--- src/rtl/sensor_pkg.sv ---
// Shared types and defaults for the sensor frame collector.
package sensor_pkg;

    localparam int DATA_W_DEF  = 8;
    localparam int MAX_VAL_DEF = 100;

    typedef enum logic [1:0] {
        IDLE    = 2'd0,
        COLLECT = 2'd1,
        PEND    = 2'd2
    } col_state_t;

    function automatic int ch_width(input int n);
        return (n <= 2) ? 1 : $clog2(n);
    endfunction

endpackage

--- src/rtl/sensor_frame_collector_if.sv ---
// Sample-in / frame-out handshake bundle for the sensor frame collector.
interface sensor_frame_collector_if
    import sensor_pkg::*;
#(
    parameter int DATA_W = DATA_W_DEF,
    parameter int NUM_CH = 2
) ();

    localparam int CH_W = ch_width(NUM_CH);

    logic                     in_valid;
    logic                     in_ready;
    logic [CH_W-1:0]          in_ch;
    logic [DATA_W-1:0]        in_data;
    logic                     out_valid;
    logic                     out_ready;
    logic [NUM_CH*DATA_W-1:0] out_frame;
    logic                     zero_err;
    logic                     tmo_err;
    logic                     ch_err;

    modport master (
        output in_valid, in_ch, in_data, out_ready,
        input  in_ready, out_valid, out_frame, zero_err, tmo_err, ch_err
    );

    modport slave (
        input  in_valid, in_ch, in_data, out_ready,
        output in_ready, out_valid, out_frame, zero_err, tmo_err, ch_err
    );

endinterface

--- src/rtl/sensor_frame_collector_timer.sv ---
// Partial-frame timeout: down-counter reloaded by clear, expire at terminal count.
module frame_timeout_timer #(
    parameter int TIMEOUT_CYC = 255
) (
    input  logic clk,
    input  logic rst_n,
    input  logic run,
    input  logic clear,
    output logic expire
);

    localparam int CNT_W = (TIMEOUT_CYC < 2) ? 1 : $clog2(TIMEOUT_CYC);
    localparam logic [CNT_W-1:0] LOAD = (TIMEOUT_CYC == 0) ? '0 : CNT_W'(TIMEOUT_CYC - 1);
    localparam bit ENABLED = (TIMEOUT_CYC != 0);

    logic [CNT_W-1:0] cnt;

    always_ff @(posedge clk) begin
        if (!rst_n || clear) begin
            cnt <= LOAD;
        end else if (run && (cnt != '0)) begin
            cnt <= cnt - 1'b1;
        end
    end

    // Zero count corresponds to TIMEOUT_CYC-1 cycles spent collecting.
    assign expire = ENABLED && run && (cnt == '0);

endmodule

--- src/rtl/sensor_frame_collector.sv ---
// Collects one sample per channel into a frame; optional clamp via SENSOR_RANGE_CLAMP_EN.
// state   | meaning
// IDLE    | no partial frame, timer held cleared
// COLLECT | partial frame being assembled, timer running
// PEND    | frame complete, waiting for the output register to free up
module sensor_frame_collector
    import sensor_pkg::*;
#(
    parameter int DATA_W      = DATA_W_DEF,
    parameter int NUM_CH      = 2,
    parameter int TIMEOUT_CYC = 255,
    parameter int MAX_VAL     = MAX_VAL_DEF
) (
    input logic                 clk,
    input logic                 rst_n,
    sensor_frame_collector_if.slave bus
);

    localparam int FRAME_W = NUM_CH * DATA_W;

    col_state_t          state;
    logic [FRAME_W-1:0]  asm_frame;
    logic [NUM_CH-1:0]   mask;
    logic [FRAME_W-1:0]  out_frame_q;
    logic                out_valid_q;
    logic                in_ready_q;
    logic                zero_err_q;
    logic                tmo_err_q;
    logic                ch_err_q;

    logic                accept;
    logic                ch_legal;
    logic [DATA_W-1:0]   sample;
    logic [FRAME_W-1:0]  asm_next;
    logic [NUM_CH-1:0]   mask_next;
    logic                any_zero;
    logic                out_free;
    logic                tmr_run;
    logic                tmr_clear;
    logic                expire;

    always_comb begin
        accept   = bus.in_valid && in_ready_q;
        ch_legal = int'(bus.in_ch) < NUM_CH;
`ifdef SENSOR_RANGE_CLAMP_EN
        sample = (bus.in_data > DATA_W'(MAX_VAL)) ? DATA_W'(MAX_VAL) : bus.in_data;
`else
        sample = bus.in_data;
`endif
        asm_next  = asm_frame;
        mask_next = mask;
        for (int k = 0; k < NUM_CH; k++) begin
            if (accept && (int'(bus.in_ch) == k)) begin
                asm_next[k*DATA_W +: DATA_W] = sample;
                mask_next[k]                 = 1'b1;
            end
        end
        any_zero = 1'b0;
        for (int k = 0; k < NUM_CH; k++) begin
            if (asm_next[k*DATA_W +: DATA_W] == '0) any_zero = 1'b1;
        end
        out_free  = !out_valid_q || bus.out_ready;
        tmr_run   = (state == COLLECT);
        tmr_clear = (state != COLLECT);
    end

    frame_timeout_timer #(.TIMEOUT_CYC(TIMEOUT_CYC)) u_timer (
        .clk    (clk),
        .rst_n  (rst_n),
        .run    (tmr_run),
        .clear  (tmr_clear),
        .expire (expire)
    );

    always_ff @(posedge clk) begin
        if (!rst_n) begin
            state       <= IDLE;
            asm_frame   <= '0;
            mask        <= '0;
            out_frame_q <= '0;
            out_valid_q <= 1'b0;
            in_ready_q  <= 1'b1;
            zero_err_q  <= 1'b0;
            tmo_err_q   <= 1'b0;
            ch_err_q    <= 1'b0;
        end else begin
            zero_err_q <= 1'b0;
            tmo_err_q  <= 1'b0;
            ch_err_q   <= accept && !ch_legal;
            if (out_valid_q && bus.out_ready) out_valid_q <= 1'b0;

            case (state)
                IDLE: begin
                    if (accept && ch_legal) begin
                        asm_frame <= asm_next;
                        mask      <= mask_next;
                        state     <= COLLECT;
                    end
                end
                COLLECT: begin
                    // Timeout wins over a sample arriving in the same cycle.
                    if (expire) begin
                        tmo_err_q <= 1'b1;
                        mask      <= '0;
                        state     <= IDLE;
                    end else if (accept && ch_legal) begin
                        asm_frame <= asm_next;
                        mask      <= mask_next;
                        if (&mask_next) begin
                            if (any_zero) begin
                                zero_err_q <= 1'b1;
                                mask       <= '0;
                                state      <= IDLE;
                            end else begin
                                in_ready_q <= 1'b0;
                                state      <= PEND;
                            end
                        end
                    end
                end
                PEND: begin
                    if (out_free) begin
                        out_frame_q <= asm_frame;
                        out_valid_q <= 1'b1;
                        mask        <= '0;
                        in_ready_q  <= 1'b1;
                        state       <= IDLE;
                    end
                end
                default: begin
                    mask       <= '0;
                    in_ready_q <= 1'b1;
                    state      <= IDLE;
                end
            endcase
        end
    end

    assign bus.in_ready  = in_ready_q;
    assign bus.out_valid = out_valid_q;
    assign bus.out_frame = out_frame_q;
    assign bus.zero_err  = zero_err_q;
    assign bus.tmo_err   = tmo_err_q;
    assign bus.ch_err    = ch_err_q;

endmodule
--- src/flat_wrapper.sv ---
// flat-port wrapper written by rule: the top's interface ports become plain ports
module sensor_frame_collector_flat import sensor_pkg::*;
#(
    parameter int DATA_W      = DATA_W_DEF,
    parameter int NUM_CH      = 2,
    parameter int TIMEOUT_CYC = 255,
    parameter int MAX_VAL     = MAX_VAL_DEF
)
  (clk, rst_n, bus_in_valid, bus_in_ch, bus_in_data, bus_out_ready, bus_in_ready, bus_out_valid, bus_out_frame, bus_zero_err, bus_tmo_err, bus_ch_err);
  sensor_frame_collector_if #(.DATA_W(DATA_W), .NUM_CH(NUM_CH)) bus_i ();
  input logic clk;
  input logic rst_n;
  input wire logic [$bits(bus_i.in_valid)-1:0] bus_in_valid;
  input wire logic [$bits(bus_i.in_ch)-1:0] bus_in_ch;
  input wire logic [$bits(bus_i.in_data)-1:0] bus_in_data;
  input wire logic [$bits(bus_i.out_ready)-1:0] bus_out_ready;
  output wire logic [$bits(bus_i.in_ready)-1:0] bus_in_ready;
  output wire logic [$bits(bus_i.out_valid)-1:0] bus_out_valid;
  output wire logic [$bits(bus_i.out_frame)-1:0] bus_out_frame;
  output wire logic [$bits(bus_i.zero_err)-1:0] bus_zero_err;
  output wire logic [$bits(bus_i.tmo_err)-1:0] bus_tmo_err;
  output wire logic [$bits(bus_i.ch_err)-1:0] bus_ch_err;
  assign bus_i.in_valid = bus_in_valid;
  assign bus_i.in_ch = bus_in_ch;
  assign bus_i.in_data = bus_in_data;
  assign bus_i.out_ready = bus_out_ready;
  assign bus_in_ready = bus_i.in_ready;
  assign bus_out_valid = bus_i.out_valid;
  assign bus_out_frame = bus_i.out_frame;
  assign bus_zero_err = bus_i.zero_err;
  assign bus_tmo_err = bus_i.tmo_err;
  assign bus_ch_err = bus_i.ch_err;
  sensor_frame_collector #(.DATA_W(DATA_W), .NUM_CH(NUM_CH), .TIMEOUT_CYC(TIMEOUT_CYC), .MAX_VAL(MAX_VAL)) u_core (.clk(clk), .rst_n(rst_n), .bus(bus_i));
endmodule
--- config.mk ---
export PLATFORM = sky130hd
export DESIGN_NAME = sensor_frame_collector_flat
export DESIGN_NICKNAME = d
export VERILOG_FILES = /design/src/rtl/sensor_pkg.sv /design/src/rtl/sensor_frame_collector_if.sv /design/src/rtl/sensor_frame_collector_timer.sv /design/src/rtl/sensor_frame_collector.sv /design/src/flat_wrapper.sv
export SDC_FILE = /design/constraint.sdc
export NUM_CORES = 1
export LEC_CHECK = 0
export ABC_AREA = 0
export CAP_MARGIN = 20
export CORE_UTILIZATION = 30
export DETAILED_ROUTE_END_ITERATION = 10
export DONT_BUFFER_PORTS = 1
export GPL_TIMING_DRIVEN = 0
export PLACE_DENSITY = 0.53
export SLEW_MARGIN = 30
export SYNTH_ARGS = -nofsm -noshare
export SYNTH_HDL_FRONTEND = slang
export SYNTH_SLANG_ARGS = --single-unit
--- constraint.sdc ---
create_clock -name clk -period 3.65 [get_ports clk]
set_input_delay 0.365 -clock clk [delete_from_list [all_inputs] [get_ports clk]]
set_output_delay 0.365 -clock clk [all_outputs]
set_load 0.005 [all_outputs]
==> impl_metrics.json, run 1 <==
{
  "yosysWarnings": 0,
  "dr.pass1.iters": 4,
  "io_pins": 34,
  "antenna_found_initial": 0,
  "cts-buffers-inserted": 5,
  "rr_startpoint": "u_core.u_timer.cnt[0]",
  "power_density_mw_per_mm2": 477.5,
  "design_area_mm2": 0.002232,
  "startpoint_type": "flop",
  "cts_sinks": 48,
  "core_mm2": 0.006386,
  "hold_viol": 0,
  "overflow": 0,
  "clk_pin_slew_ns": 0.09,
  "wl_um": 4270,
  "cts_tree": "done",
  "ant_nets": 0,
  "grt_max_degree": 15,
  "die_x_um": 83.79,
  "crit_start": "u_core.u_timer.cnt[0]",
  "syn_to_final_growth_pct": 11.22,
  "finish.utilization": 0.3495,
  "clkLatencyLatePin_ns": 0.31,
  "hold_path_class": "input pin to flop",
  "critPathArrivalTime_ns": 2.13,
  "layout-drive-gt1-share": 0.06827,
  "synth_edf_count": 0,
  "clock_skew_ns": 0.01044,
  "drc": 0,
  "rows": 29,
  "synthDistinctLibCells": 35,
  "clock_path_buffers": 2,
  "vias": 1617,
  "cts_setup_buffers": 0,
  "routed_via_density": 4.960,
  "dpl-instance-area_mm2": 0.002103,
  "status": "finished clean",
  "avgSynthCellArea_um2": 8.293,
  "required_ns": 3.89,
  "grt_pass1_vias": 1551,
  "criticalPathCategory": "flop to flop",
  "post-route-period-util": 0.5203,
  "grtUsageTotal": 0.1336,
  "die_y_um": 83.79,
  "final.setup.tns_ns": 0,
  "htree_levels": 2,
  "synth.top_cells.by_area": "dfxtp_1 (48%), nand2_1 (10%), a21boi_0 (6.0%), nand3_1 (5.5%), o21ai_0 (5.2%)",
  "synth_top_area_frac": 0.4788,
  "start_util": 0.3143,
  "drtIter0Drc": 67,
  "yosysTopAreaCell": "dfxtp_1",
  "maxCapViolations": 0,
  "routedWlPerCell_um": 13.10,
  "ir_worst_vdd_v": 0.0002695,
  "ys.flop_type": "dfxtp_1",
  "port_buffers": 0,
  "setup_viol": 0,
  "drv_slew": 0,
  "rsz0062_at_grt": "no",
  "fin_crit_ns": 1.899,
  "max_freq_mhz": 526.6,
  "layout_setup_ws_ns": 1.751,
  "timing.hold.ws_ns": 0.1873,
  "p_leak_nw": 0.7754,
  "hold_buffers": 0,
  "async_reset_ff_frac": 0,
  "syn_inst": 242,
  "place_hpwl_um": 3166,
  "n_antenna_cell": 0,
  "crit_path_max_fanout": 10,
  "ys_seq_area_frac": 0.4788,
  "syn-cell-area_mm2": 0.002007,
  "pre_cts_ws_ns": 1.759,
  "end_kind": "flop",
  "nNetsFinal": 264,
  "cts-root-buf": "clkbuf_8",
  "cts_resized": 0,
  "die_area_mm2": 0.007021,
  "synth_nets": 257,
  "gp_congestion": 0.7891,
  "grt_pass1_wl_um": 7472,
  "synth_seq_cells": 48,
  "hp-start": "bus_in_data[6]"
}
layer usage:
metal  up-vias  GRT usage  share of wire
met3         8    0.04946          0.073
met5         -          0              0
met4         0    0.06009          0.020
met2        36     0.2025           0.43
li1        841          -              -
met1       732     0.1688           0.47
sequential cells by signal (all words and copies together) (netlist names):
register	cells
u_core.state	2
u_core.u_timer.cnt	8
u_core.bus.in_ready	1
u_core.bus.zero_err	1
u_core.bus.tmo_err	1
u_core.asm_frame	16
u_core.mask	2
u_core.bus.out_valid	1
u_core.bus.out_frame	16
worst paths after layout:
path / to / slack, ns / depth (start not counted)
max: u_core.asm_frame[7] / 1.75 / 8
min: u_core.asm_frame[6] / 0.19 / 2
min reg2reg: u_core.bus.out_frame[6] / 0.48 / 2
max reg2reg: u_core.asm_frame[7] / 1.75 / 8
final cells by class:
type	count	area (um2)
Fill cell	684	4154
Multi-Input combinational cell	172	944.7
Clock buffer	5	68.82
Sequential cell	48	960.9
Buffer	17	82.58
Tap cell	77	96.34
Inverter	5	18.77
Clock inverter	2	60.06
through the flow:
stage	power (mW)	cells
6_report	1.066	326
5_1_grt	1.112	326
4_1_cts	1.077	326
3_5_place_dp	0.6302	319
3_3_place_gp	0.6299	319
2_1_floorplan	0.6124	242
cell families after synthesis:
logic type,count (synthesis),share of synthesized area
DFF,48,0.4788
buffers and inverters,22,0.05050
and+or+nand+nor,111,0.2513
adders and majority gates,2,0.01247
other,1,0.001869
AOI/OAI and AO/OA,53,0.1827
xor gates and xnor gates,4,0.01746
muxes,1,0.004988
critical path, stage by stage, from the launching register on:
cell and delay [ns]:
dfxtp_1 0.37, inv_1 0.07, ha_1 0.20, and3_1 0.13
buf_2 0.16, a2111oi_4 0.55, buf_6 0.20, nand3_1 0.07
o21ai_0 0.07
cells in the final DEF (no fill, tap or decap), types with 3 or more instances in the layout:
| master | Yosys | layout |
|---|---|---|
| and3_1 | 5 | 5 |
| a21boi_0 | 16 | 16 |
| nor4_1 | 7 | 7 |
| xor2_1 | 3 | 3 |
| nor2b_1 | 4 | 4 |
| dfxtp_1 | 48 | 48 |
| nand3_1 | 22 | 22 |
| buf_2 | 6 | 6 |
| inv_1 | 5 | 5 |
| nor2_1 | 9 | 9 |
| clkbuf_1 | 9 | 9 |
| o21ai_0 | 21 | 21 |
| a21oi_1 | 4 | 4 |
| a211oi_1 | 3 | 3 |
| nor3_1 | 3 | 3 |
| clkbuf_8 | 0 | 5 |
| nand2_1 | 55 | 55 |
report_power, final:
part | internal [mW] | total [mW] | switching [mW]
registers | 0.537 | 0.546 | 0.00925
logic | 0.0276 | 0.0716 | 0.0439
clock network | 0.270 | 0.448 | 0.179
synthesized netlist by cell type, types with 2 or more instances:
| master | number |
|---|---|
| nand2_1 | 55 |
| dfxtp_1 | 48 |
| nand3_1 | 22 |
| o21ai_0 | 21 |
| a21boi_0 | 16 |
| clkbuf_1 | 9 |
| nor2_1 | 9 |
| nor4_1 | 7 |
| buf_2 | 6 |
| and3_1 | 5 |
| inv_1 | 5 |
| a21oi_1 | 4 |
| nor2b_1 | 4 |
| a211oi_1 | 3 |
| nor3_1 | 3 |
| xor2_1 | 3 |
| and2_1 | 2 |
| ha_1 | 2 |
| o21a_1 | 2 |
Power figures use the tool's default switching activity.
==> inputs of run 2 (changes only) <==
==> constraint.sdc (replaced) <==
create_clock -name clk -period 1.8 [get_ports clk]
set_input_delay 0.18 -clock clk [delete_from_list [all_inputs] [get_ports clk]]
set_output_delay 0.18 -clock clk [all_outputs]
set_load 0.005 [all_outputs]
==> impl_metrics.json, run 2 (synthesis gave the netlist of run 1 again) <==
{
  "dpl-instance-area_mm2": 0.002103,
  "setup_viol": 0,
  "required_ns": 2.05,
  "critPathArrivalTime_ns": 1.94,
  "max_freq_mhz": 594.5,
  "crit_slowest_cell": "or4_1",
  "place_hpwl_um": 3166,
  "worstMarginPinSlew_ns": 0.5308,
  "dp.cells": 319,
  "rr_endpoint": "u_core.u_timer.cnt[6]",
  "final.setup.tns_ns": 0,
  "port_buffers": 0,
  "end_kind": "flop",
  "finalPower_mw": 2.182,
  "status": "finished clean",
  "clkLatencyLatePin_ns": 0.31,
  "die_y_um": 83.79,
  "max_stage_delay_ns": 0.42,
  "nNetsFinal": 266,
  "rr_startpoint": "u_core.u_timer.cnt[0]",
  "reg2regPathDepth": 6,
  "hold_depth": 2,
  "hold_path_class": "input pin to flop",
  "grtUsageMet1": 0.1786,
  "finish.utilization": 0.3629,
  "drv_slew": 0,
  "startpoint_type": "flop",
  "grt_max_degree": 15,
  "p_leak_nw": 0.8138,
  "ant_nets": 0,
  "post-route-period-util": 0.9345,
  "gr-usage-met3": 0.04451,
  "layout-drive-gt1-share": 0.1076,
  "die_area_mm2": 0.007021,
  "cpMostUsedCell": "nand3_1",
  "final_cell_mix": "nand2_1 (55), dfxtp_1 (46), nand3_1 (22)",
  "layout_commonest_cell": "nand2_1",
  "n_antenna_cell": 0,
  "relSlewSlack": 0.6453,
  "io_pins": 34,
  "core_mm2": 0.006386,
  "htree_levels": 2,
  "design_area_mm2": 0.002317,
  "multi_input_area_um2": 988.4,
  "drc": 0,
  "timing.hold.ws_ns": 0.007078,
  "busiest_layer": "met2",
  "start_util": 0.3143,
  "grtUsageTotal": 0.1353,
  "syn_to_final_growth_pct": 15.46,
  "met2_usage": 0.2003,
  "vias": 1647,
  "grt_pass1_wl_um": 7583,
  "wl_um": 4409,
  "grt_pass1_vias": 1559,
  "fin_crit_ns": 1.682,
  "die_x_um": 83.79,
  "nFillCells": 671,
  "cts-buffers-inserted": 5,
  "seqCellArea_um2": 963.4,
  "overflow": 0,
  "crit_path_max_fanout": 3,
  "hp-start": "bus_in_data[7]",
  "layout_setup_ws_ns": 0.1179,
  "dr.pass1.iters": 4,
  "layoutNonFillerInstCount": 328,
  "ir_worst_vdd_v": 0.0005518,
  "antenna_found_initial": 0,
  "drtIter0Drc": 90,
  "rows": 29,
  "pre_cts_ws_ns": -0.09090,
  "clk_pin_slew_ns": 0.09,
  "cts-root-buf": "clkbuf_8",
  "maxCapViolations": 0,
  "clock_path_buffers": 2,
  "crit_start": "u_core.u_timer.cnt[0]",
  "criticalPathCategory": "flop to flop",
  "cts_sinks": 48,
  "clock_skew_ns": 0.009584,
  "routedWlPerCell_um": 13.44,
  "r2r_setup_slack_ns": 0.12,
  "hold_viol": 0,
  "cts_tree": "done",
  "hold_end": "u_core.asm_frame[7]",
  "routed_via_density": 5.021,
  "gp_congestion": 0.7891,
  "power_density_mw_per_mm2": 941.5,
  "worstPathCellList": "inv_1, ha_1, a311oi_1, nand3_1, or4_1, nand3_1"
}
## run 2: cell count changes in the layout (fill, tap and decap cells not counted), moves of 2 or more
cell,delta
buf_2,-2
nor4_2,+2
buf_4,+4
dfxtp_2,+2
dfxtp_1,-2
clkbuf_1,-3
nor4_1,-3
dlygate4sd3_1,+3
## run 2: worst max-delay path by stage
stage                                    endpoint  slack (ns)
after global routing        u_core.u_timer.cnt[6]       -0.03
after CTS                 u_core.bus.out_frame[4]       0.008
after floorplan               u_core.asm_frame[6]        0.07
final                       u_core.u_timer.cnt[6]        0.12
after detailed placement      u_core.asm_frame[1]       -0.09
after global placement        u_core.asm_frame[6]       -0.08
## run 2: critical path: cells and delay by family, from the launching register on
kind	cells	cell delay, ns
simple gates	3	0.70
flops	1	0.35
compound gates	1	0.33
fa+ha+maj	1	0.20
buf+inv	1	0.06
## run 2: where the power goes
part / switching (mW) / internal [mW] / total, mW
registers: 0.0201 / 1.09 / 1.11
logic: 0.0942 / 0.0692 / 0.163
clock network: 0.363 / 0.547 / 0.910
total: 0.477 / 1.70 / 2.18
## run 2: metal layers
layer | up-vias | routed length, um | part of all wire
met1 | 762 | 2101 | 0.48
met4 | 0 | 87 | 0.020
met5 | - | 0 | 0
met3 | 8 | 280 | 0.064
met2 | 32 | 1940 | 0.44
li1 | 845 | - | -
## run 2: final cells by class
type                    count  share of cell area
repair buffers              5             0.01944
multi-input cells         172              0.4266
flip-flops and latches     48              0.4158
inverters                   5            0.008099
clock inverters             2             0.02592
well taps                  77             0.04158
plain buffers              14             0.03294
clock buffers               5             0.02970
## run 2: what timing repair did
action                                  in CTS  in global routing
resized for setup                            3                 14
hold buffers                                 3                  0
cloned                                       0                  0
endpoints found under the hold margin        3                  0
pin swaps                                    1                  1
endpoints found under the setup margin      20                 37
buffers inserted                             2                  0
==> inputs of run 3 (changes only) <==
--- a/config.mk
+++ b/config.mk
@@ -11,7 +11,7 @@
 export DETAILED_ROUTE_END_ITERATION = 10
 export DONT_BUFFER_PORTS = 1
 export GPL_TIMING_DRIVEN = 0
-export PLACE_DENSITY = 0.53
+export PLACE_DENSITY = 0.54
 export SLEW_MARGIN = 30
 export SYNTH_ARGS = -nofsm -noshare
 export SYNTH_HDL_FRONTEND = slang
==> impl_metrics.json, run 3 (synthesis gave the netlist of run 1 again) <==
{
  "max_stage_delay_ns": 0.37,
  "routedWlPerCell_um": 13.48,
  "criticalPathCategory": "flop to flop",
  "maxCapViolations": 0,
  "overflow": 0,
  "vias": 1645,
  "syn_to_final_growth_pct": 12.09,
  "crit_path_max_fanout": 6,
  "wl_um": 4421,
  "cts-root-buf": "clkbuf_8",
  "pre_cts_ws_ns": -0.1224,
  "startpoint_type": "flop",
  "worstPathCellList": "nor4_4, and3_1, buf_6, a2111oi_4, buf_4, buf_4, nand3_1, o21ai_0",
  "ir_worst_vdd_v": 0.0003369,
  "drtIter0Drc": 63,
  "clock_skew_ns": 0.004158,
  "layout_setup_ws_ns": 0.1027,
  "die_y_um": 83.79,
  "hold_buffers": 0,
  "p_leak_nw": 0.7946,
  "nNetsFinal": 266,
  "clock_path_buffers": 2,
  "rows": 29,
  "clk_pin_slew_ns": 0.08,
  "end_kind": "flop",
  "status": "finished clean",
  "io_pins": 34,
  "antenna_found_initial": 0,
  "worstMarginPinSlew_ns": 0.5492,
  "dr.pass1.iters": 4,
  "relSlewSlack": 0.6330,
  "grtUsageTotal": 0.1334,
  "grtUsageMet1": 0.1620,
  "finish.utilization": 0.3523,
  "required_ns": 1.98,
  "hold_viol": 0,
  "finalPower_mw": 1.883,
  "post-route-period-util": 0.9429,
  "setup_viol": 0,
  "routed_via_density": 5.015,
  "core_mm2": 0.006386,
  "gp_congestion": 0.7642,
  "layout_commonest_cell": "nand2_1",
  "drc": 0,
  "die_area_mm2": 0.007021,
  "start_util": 0.3143,
  "crit_slowest_cell": "dfxtp_1",
  "hold_path_class": "input pin to flop",
  "grt_pass1_wl_um": 7624,
  "grt_pass1_vias": 1634,
  "busiest_layer": "met2",
  "final_cell_mix": "nand2_1 (55), dfxtp_1 (45), nand3_1 (22)",
  "die_x_um": 83.79,
  "htree_levels": 2,
  "met2_usage": 0.2210,
  "grt_max_degree": 14,
  "power_density_mw_per_mm2": 837.0,
  "ant_nets": 0,
  "max_freq_mhz": 589.2,
  "cts_tree": "done",
  "gr-usage-met3": 0.04055,
  "n_antenna_cell": 0,
  "cts-buffers-inserted": 5,
  "place_hpwl_um": 3236,
  "cpMostUsedCell": "buf_4",
  "clkLatencyLatePin_ns": 0.30,
  "drv_slew": 0,
  "critPathArrivalTime_ns": 1.88,
  "cts_sinks": 48,
  "layout-drive-gt1-share": 0.1116,
  "fin_crit_ns": 1.697,
  "port_buffers": 0
}
==> run 3: worst paths after layout <==
path / cells past startpoint / start / slack (ns) / to
worst max-delay path: 8 / u_core.u_timer.cnt[5] / 0.10 / u_core.asm_frame[2]
worst min-delay path: 2 / bus_in_data[7] / 0.01 / u_core.asm_frame[7]
worst min register to register: 2 / u_core.asm_frame[7] / 0.48 / u_core.asm_frame[7]
worst max register to register: 8 / u_core.u_timer.cnt[5] / 0.10 / u_core.asm_frame[2]
==> run 3: final cells by class <==
| type | instances | area, um2 |
|---|---|---|
| fill | 711 | 4136 |
| multi-input combinational | 172 | 977.2 |
| sequential | 48 | 964.7 |
| tap | 77 | 96.34 |
| buffer | 15 | 85.08 |
| clock buffer | 6 | 72.57 |
| timing repair buffer | 4 | 30.03 |
| inverter | 5 | 18.77 |
| clock inverter | 1 | 5.005 |
==> run 3: stage by stage <==
stage | cell area [um2] | cells | setup TNS (ns) | hold WS, ns
2_1_floorplan | 2007 | 242 | 0 | 0.3104
3_5_place_dp | 2103 | 319 | -1.635 | 0.3214
5_1_grt | 2250 | 328 | -0.001248 | 0.01533
4_1_cts | 2223 | 328 | 0 | 0.01084
6_report | 2250 | 328 | 0 | 0.01135
3_3_place_gp | 2103 | 319 | -1.648 | 0.3148
==> run 3: worst max-delay path, delay by kind of cell, from the launching register on <==
family / cells / cell delay, ns
DFF: 1 / 0.37
AOI/OAI and AO/OA: 2 / 0.15
and+or+nand+nor: 3 / 0.63
buffers and inverters: 3 / 0.44
==> run 3: where the power goes <==
group	switching, mW	internal, mW
clock	0.352	0.265
combinational	0.0939	0.0648
sequential	0.0188	1.09
==> run 3: repair_timing <==
| item | in CTS | in global routing |
|---|---|---|
| endpoints found under the setup margin | 21 | 22 |
| cloned | 0 | 0 |
| setup buffers | 2 | 2 |
| pin swaps | 2 | 1 |
| resized for setup | 6 | 12 |
==> run 3: per-layer routing <==
metal | vias to the layer above | part of all wire
met5 | - | 0
li1 | 844 | -
met1 | 763 | 0.46
met2 | 32 | 0.47
met4 | 0 | 0.014
met3 | 6 | 0.057
